<file path="config.mk">
export PLATFORM = sky130hd
export DESIGN_NAME = ysyx_25040129_ifu_fetch
export DESIGN_NICKNAME = d
export VERILOG_FILES = /design/src/rtl/ysyx_25040129_ifu_fetch.sv
export SDC_FILE = /design/constraint.sdc
export NUM_CORES = 1
export LEC_CHECK = 0
export CORE_ASPECT_RATIO = 1.4
export CORE_MARGIN = 10
export CORE_UTILIZATION = 44
export CTS_BUF_LIST = sky130_fd_sc_hd__clkbuf_8
export CTS_CLUSTER_DIAMETER = 200
export DETAILED_ROUTE_END_ITERATION = 10
export GPL_TIMING_DRIVEN = 0
export HOLD_SLACK_MARGIN = 0.1
export PLACE_DENSITY = 0.78
export SLEW_MARGIN = 10
export SYNTH_ARGS = -nofsm -noshare
export SYNTH_HDL_FRONTEND = slang
export SYNTH_SLANG_ARGS = --single-unit
</file>
<file path="constraint.sdc">
create_clock -name clk -period 1.8 [get_ports clk]
set_input_delay 0.18 -clock clk [delete_from_list [all_inputs] [get_ports clk]]
set_output_delay 0.18 -clock clk [all_outputs]
set_load 0.02 [all_outputs]
</file>
<file path="src/rtl/ysyx_25040129_ifu_fetch.sv">
// Instruction-fetch stage: owns the fetch PC, issues one read per instruction,
// and hands each returned word with its PC to decode over valid/ready.
module ysyx_25040129_ifu_fetch #(
  parameter logic [31:0] RESET_PC = 32'h8000_0000
) (
  input  logic        clk,
  input  logic        rst,
  output logic [31:0] araddr,
  output logic        arvalid,
  input  logic        arready,
  input  logic [31:0] rdata,
  input  logic [1:0]  rresp,
  input  logic        rvalid,
  output logic        rready,
  output logic [31:0] inst,
  output logic [31:0] pc,
  output logic        is_req_valid_to_idu,
  input  logic        is_req_ready_from_idu,
  input  logic        redirect_valid,
  input  logic [31:0] redirect_pc,
  output logic        fetch_err
);

  localparam logic [31:0] NOP_INST = 32'h0000_0013;

  typedef enum logic [1:0] {
    S_REQ  = 2'd0,
    S_WAIT = 2'd1,
    S_HOLD = 2'd2,
    S_ERR  = 2'd3
  } state_t;

  state_t      r_state;
  logic [31:0] r_fetch_pc;
  logic [31:0] r_inst_q;
  logic [31:0] r_pc_q;
  logic        r_pend;
  logic [31:0] r_pend_pc;
  logic        r_fetch_err;

  state_t      w_state_n;
  logic [31:0] w_fetch_pc_n;
  logic [31:0] w_inst_q_n;
  logic [31:0] w_pc_q_n;
  logic        w_pend_n;
  logic [31:0] w_pend_pc_n;
  logic        w_fetch_err_n;
  logic [31:0] w_redirect_pc;

  // Redirect targets are always word aligned; the low two bits are dropped.
  assign w_redirect_pc = redirect_pc & 32'hFFFF_FFFC;

  // Next-state logic. A redirect seen while a read is in flight is parked in
  // pend/pend_pc so the outstanding read can still complete on the bus.
  always_comb begin
    w_state_n     = r_state;
    w_fetch_pc_n  = r_fetch_pc;
    w_inst_q_n    = r_inst_q;
    w_pc_q_n      = r_pc_q;
    w_pend_n      = r_pend;
    w_pend_pc_n   = r_pend_pc;
    w_fetch_err_n = r_fetch_err;

    unique case (r_state)
      S_REQ: begin
        if (redirect_valid) begin
          w_pend_n    = 1'b1;
          w_pend_pc_n = w_redirect_pc;
        end
        if (arready) begin
          w_state_n = S_WAIT;
        end
      end

      S_WAIT: begin
        if (rvalid) begin
          if (r_pend || redirect_valid) begin
            w_fetch_pc_n = redirect_valid ? w_redirect_pc : r_pend_pc;
            w_pend_n     = 1'b0;
            w_state_n    = S_REQ;
          end else if (rresp != 2'b00) begin
            w_fetch_err_n = 1'b1;
            w_state_n     = S_ERR;
          end else begin
            w_inst_q_n = rdata;
            w_pc_q_n   = r_fetch_pc;
            w_state_n  = S_HOLD;
          end
        end else if (redirect_valid) begin
          w_pend_n    = 1'b1;
          w_pend_pc_n = w_redirect_pc;
        end
      end

      S_HOLD: begin
        if (redirect_valid) begin
          w_fetch_pc_n = w_redirect_pc;
          w_state_n    = S_REQ;
        end else if (is_req_ready_from_idu) begin
          w_fetch_pc_n = r_fetch_pc + 32'd4;
          w_state_n    = S_REQ;
        end
      end

      S_ERR: begin
        w_state_n = S_ERR;
      end

      default: begin
        w_state_n = S_REQ;
      end
    endcase
  end

  // State registers with synchronous reset.
  always_ff @(posedge clk) begin
    if (rst) begin
      r_state     <= S_REQ;
      r_fetch_pc  <= RESET_PC;
      r_inst_q    <= NOP_INST;
      r_pc_q      <= 32'h0000_0000;
      r_pend      <= 1'b0;
      r_pend_pc   <= 32'h0000_0000;
      r_fetch_err <= 1'b0;
    end else begin
      r_state     <= w_state_n;
      r_fetch_pc  <= w_fetch_pc_n;
      r_inst_q    <= w_inst_q_n;
      r_pc_q      <= w_pc_q_n;
      r_pend      <= w_pend_n;
      r_pend_pc   <= w_pend_pc_n;
      r_fetch_err <= w_fetch_err_n;
    end
  end

  // A redirect in HOLD kills the handshake in the same cycle.
  assign arvalid             = (r_state == S_REQ);
  assign rready              = (r_state == S_WAIT);
  assign is_req_valid_to_idu = (r_state == S_HOLD) && !redirect_valid;
  assign araddr              = r_fetch_pc;
  assign inst                = r_inst_q;
  assign pc                  = r_pc_q;
  assign fetch_err           = r_fetch_err;

endmodule

</file>
After elaboration in Yosys (flattened, before gate mapping)
Index checks and enable logic that the tools add are counted.

operators by class
  eq/ne operators = 9
  bitwise logic cells = 2
  muxes and demuxes = 19
  reduce and logical (&&, ||, !) cells = 13
  add/sub/neg operators = 1

operators with widths
  operator                                                                  number
  32-bit two-way mux                                                        6
  32-bit one-hot mux with 2 select lines                                    2
  32-bit by 3-bit adder with 32-bit output (second input constant)          1
  4-bit AND reduction                                                       3
  2-bit two-way mux                                                         5
  2-bit one-hot mux with 4 select lines                                     1
  2-bit nonzero test                                                        3
  2-bit equality test (second input constant)                               2
  1-bit two-way mux                                                         4
  2-bit by 1-bit inequality test with 1-bit output (second input constant)  2
  2-bit inequality test (second input constant)                             2
  2-bit AND reduction                                                       2
  3-bit by 2-bit inequality test with 1-bit output (second input constant)  1
  3-bit inequality test (second input constant)                             1
  3-bit AND reduction                                                       1
  2-bit by 1-bit equality test with 1-bit output (second input constant)    1
  2-bit zero test                                                           1
  1-bit NOT                                                                 2
  1-bit one-hot mux with 2 select lines                                     1
  1-bit logical AND                                                         1
  1-bit zero test                                                           1
  1-bit logical OR                                                          1

storage, ports and cells
  register bits = 132
  logic and storage cells = 51
  input port bits = 72
  output and inout port bits = 100

Logic depth before layout (Yosys ltp)
  word-level depth = 5
  depth in mapped cells = 8

Worst setup path before layout
Ideal clock, no wire load.

  path kind = register -> register
  start point = register r_fetch_pc[2], in the netlist araddr[2]
  end point = register r_fetch_pc[26], in the netlist araddr[26]
  buffers on the path = 0
  path slack = -238 ps
  stages on the path, launching flop included = 7
  setup time = 117 ps
  data required time = 1683 ps
  arrival = 1920 ps
  cell sequence = dfxtp_1 -> ha_1 -> nand3_1 -> nor3_4 -> nand2_2 -> or3_1 -> a32o_1

between the ends
  longest elaborated chain between the ends = 4

RTL lines
  element                                   line  source
  from (decl)                               34    logic [31:0] r_fetch_pc;
  from (signal assigned)                    127   r_fetch_pc <= w_fetch_pc_n;
  32-bit by 3-bit adder with 32-bit output  100   w_fetch_pc_n = r_fetch_pc + 32'd4;
  32-bit two-way mux                        99    end else if (is_req_ready_from_idu) begin
  32-bit two-way mux                        96    if (redirect_valid) begin
  32-bit one-hot mux with 2 select lines    64    unique case (r_state)

Every way passes these cells. The select of a mux whose other input is x is not followed.
A chain may end at the register's enable or synchronous reset.

Worst setup path in the final report
  start point = register r_state[0]
  end point = register r_fetch_pc[29], in the netlist araddr[29]

between the ends
  longest elaborated chain between the ends = 3

RTL lines
  element                                                                                line  source
  from (decl)                                                                            33    state_t r_state;
  from (signal assigned)                                                                 126   r_state <= w_state_n;
  2-bit equality test or 2-bit by 1-bit equality test with 1-bit output (tied branches)  64
  3-bit inequality test (no source line), or another cell as far along                   n/a
  4-bit AND reduction (no source line)                                                   n/a

Several ways; a longest one is shown, not always the timed one.

==> out/metrics.yaml <==
floorplan:
  dieHeight_um: 155.4
  ios: 172
  row_count: 49
  placeableCoreArea_sq_um: 12870
  die-area_sq_um: 18140
  start_util_pct: 44.77
  chipWidth_um: 116.7
place:
  io_buffers: 168
  gp_congestion: 0.9584
  dp.cells: 1088
  dp_hpwl_um: 15380
routing:
  drt_pass1_iterations: 8
  viasPerCell: 5.588
  ant_nets: 0
  wl_um: 21010
  wl_per_cell_um: 18.40
  drtIter0Drc: 588
  route.detailed.drc: 0
  vias: 6381
timing:
  fin_crit_ps: 1845
  worst_slew_pin_slew_ps: 679.6
  setup_slack_ps: -44.73
  setup_viol: 1
  final.period_utilization_pct: 102.5
  clock.fmax_ghz: 0.5421
  clock_skew_ps: 8.696
  grt_setup_unrepaired: "yes"
  hold_violations: 0
  finalMaxSlewViolations: 0
  relSlewSlack_pct: 54.70
grt:
  grt_pass1_wl_um: 31630
  track_usage_pct: 22.08
  antenna_found_initial: 0
  grt_max_degree: 17
  grt_pass1_vias: 5897
  grt.overflow.total: 0
clock_tree:
  tritoncts: "built"
  h-tree-depth: 4
  cts_root_buf: "clkbuf_8"
  cts_sinks: 132
  clk_pin_slew_ps: 80
  numCtsBuffers: 17
  worstSkewPairLatency_ps: 440
  ctsHoldBuffers: 0
  cts_buffer_depth: 2
worst_setup_path:
  worst-r2r-cell-count: 7
  critPathLaunchType: "flip-flop"
  arrival_ps: 2210
  r2r-start: "r_state[0]"
  end_kind: "flip-flop"
  crit_slowest_cell: "or3b_1"
  setup.worst_path.class: "reg -> reg"
  slowest_delay_ps: 380
  r2r_slack_ps: -40
  cp_cell_sequence: "buf_6 > o211ai_1 > mux2i_4 > buf_6 > nand4_4 > or3b_1 > a31oi_1"
  crit_start: "r_state[0]"
  path_common_cell: "buf_6"
  cp.required_ps: 2170
  crit_path_end: "araddr[29]"
  cp_max_fo: 5
  rr_endpoint: "araddr[29]"
logic_synthesis:
  synth-seq-cells: 132
  synth.most_common_cell: "nand2_1"
  netlist_area_sq_um: 5764
  postSynthAreaPerCell_sq_um: 7.515
  yosysTopAreaCell: "dfxtp_1"
  synth_top_area_share_pct: 45.84
  async_flop_share_pct: 0
  yosys-top-cells-count: "nand2_1, dfxtp_1, a21oi_1"
  synth_area_leaders: "dfxtp_1, nand2_1, a21oi_1"
  syn_inst: 767
  synth_fp_nets: 840
  yosys_warnings: 0
  synth_edf_count: 0
  synth_cell_types: 59
  ys_seq_area_share_pct: 45.84
  synth_flop_cell: "dfxtp_1"
cells_and_area:
  multi_input_area_sq_um: 3039
  layout.cells.non_filler: 1142
  layout.area.seq_sq_um: 2699
  fillers: 1128
  area_growth_pct: 49.32
  diodes: 0
  layout-drive-gt1-share_pct: 14.66
  fin_nets: 1049
status:
  status: "complete, but fails checks"
  violations: "setup timing"
power_and_ir_drop:
  power_mw: 6.477
  powerDensity_nw_per_um2: 752.5
  p_leak_nw: 3.174
  vdd_ir_drop_max_mv: 0.6079
min_path:
  min_path_type: "in -> reg"
job:
  max_cap_viol_count: 0
## worst min-delay path by stage
stage                          from   endpoint  slack, ps  cells after the start
after global routing      rdata[26]   inst[26]        270                      3
after global placement    fetch_err  fetch_err        430                      2
after detailed placement  fetch_err  fetch_err        440                      2
after CTS                 rdata[26]   inst[26]        270                      3
final                     rdata[26]   inst[26]        280                      3
after floorplan            rdata[0]    inst[0]        300                      2
## cells in the final DEF, fill, tap and decap left out, drive strengths merged, types with 3 or more instances in the layout
cell type	Yosys	final
nand2b	3	3
clkdlybuf4s50	0	158
nand3	23	23
bufinv	0	3
o32ai	5	5
o21ai	39	39
or3	5	5
and4	4	4
and2	4	4
dlygate4sd2	0	6
dfxtp	132	132
o211ai	7	7
inv	11	16
and3	12	12
a21oi	121	121
clkbuf	41	56
nand4	6	6
mux2	3	3
nor4	5	5
o311ai	6	6
buf	16	42
nand2	248	248
a22oi	4	4
clkinv	0	5
dlymetal6s2s	0	3
o311a	3	3
nor2	23	23
nor3	9	9
a31oi	7	7
## sequential cells by signal (all words and copies together), names as in the netlist
register / flops
r_state: 2
araddr: 32
pc: 32
r_pend_pc: 32
inst: 32
fetch_err: 1
r_pend: 1
## worst max-delay path: cells and delay by family, from the launching register on
kind,cells,cell delay [ps]
muxes,1,350
AOI/OAI and AO/OA,2,320
and+or+nand+nor,2,470
DFF,1,340
buffers and inverters,2,280
## per-layer routing
metal	global-route usage [%]	vias to the layer above	part of all wire (%)
met4	10.98	0	4.1
li1	-	3080	-
met5	0	-	0
met3	5.389	61	8.1
met2	36.80	345	49
met1	25.49	2895	39
## timing repair
item / 4_1_cts / 5_1_grt
resized for setup: 72 / 62
pin swaps: 7 / 10
buffers inserted: 8 / 15
gates cloned: 0 / 1
endpoints found under the setup margin: 106 / 93
## cell type report
type / count / area share (%)
clock inverters: 14 / 1.992
multi-input cells: 567 / 35.31
clock buffers: 18 / 2.878
flip-flops and latches: 132 / 31.36
plain buffers: 55 / 3.969
inverters: 11 / 0.5669
well taps: 153 / 2.224
repair buffers: 192 / 21.70
## per-stage QoR
| stage | worst slack [ps] | util (%) | hold slack, ps | instance area [sq um] | setup TNS (ps) |
|---|---|---|---|---|---|
| after floorplan | -12.44 | - | 304.3 | 5797 | -12.44 |
| after global placement | -846.1 | 59.57 | 432.7 | 7670 | -65670 |
| after detailed placement | -843.7 | 59.57 | 441.5 | 7670 | -68570 |
| after CTS | -8.453 | 64.63 | 268.7 | 8320 | -10.56 |
| after global routing | -82.26 | 66.85 | 270.2 | 8607 | -375.6 |
| final | -44.73 | 66.85 | 279.2 | 8607 | -44.73 |
## power breakdown
group / internal (mW) / total [mW] / switching [mW]
combinational: 0.347 / 0.767 / 0.420
sequential: 2.99 / 3.06 / 0.0772
clock: 1.42 / 2.65 / 1.22
## cells by family (layout without fill, tap and decap cells)
kind of cell	Yosys count	after routing	share of synthesized area, %
adders and majority gates	1	1	0.2170
muxes	5	5	0.9333
DFF	132	132	45.84
and+or+nand+nor	349	349	26.98
AOI/OAI and AO/OA	212	212	21.25
buffers and inverters	68	290	4.775
(Power assumes the default switching activity.)
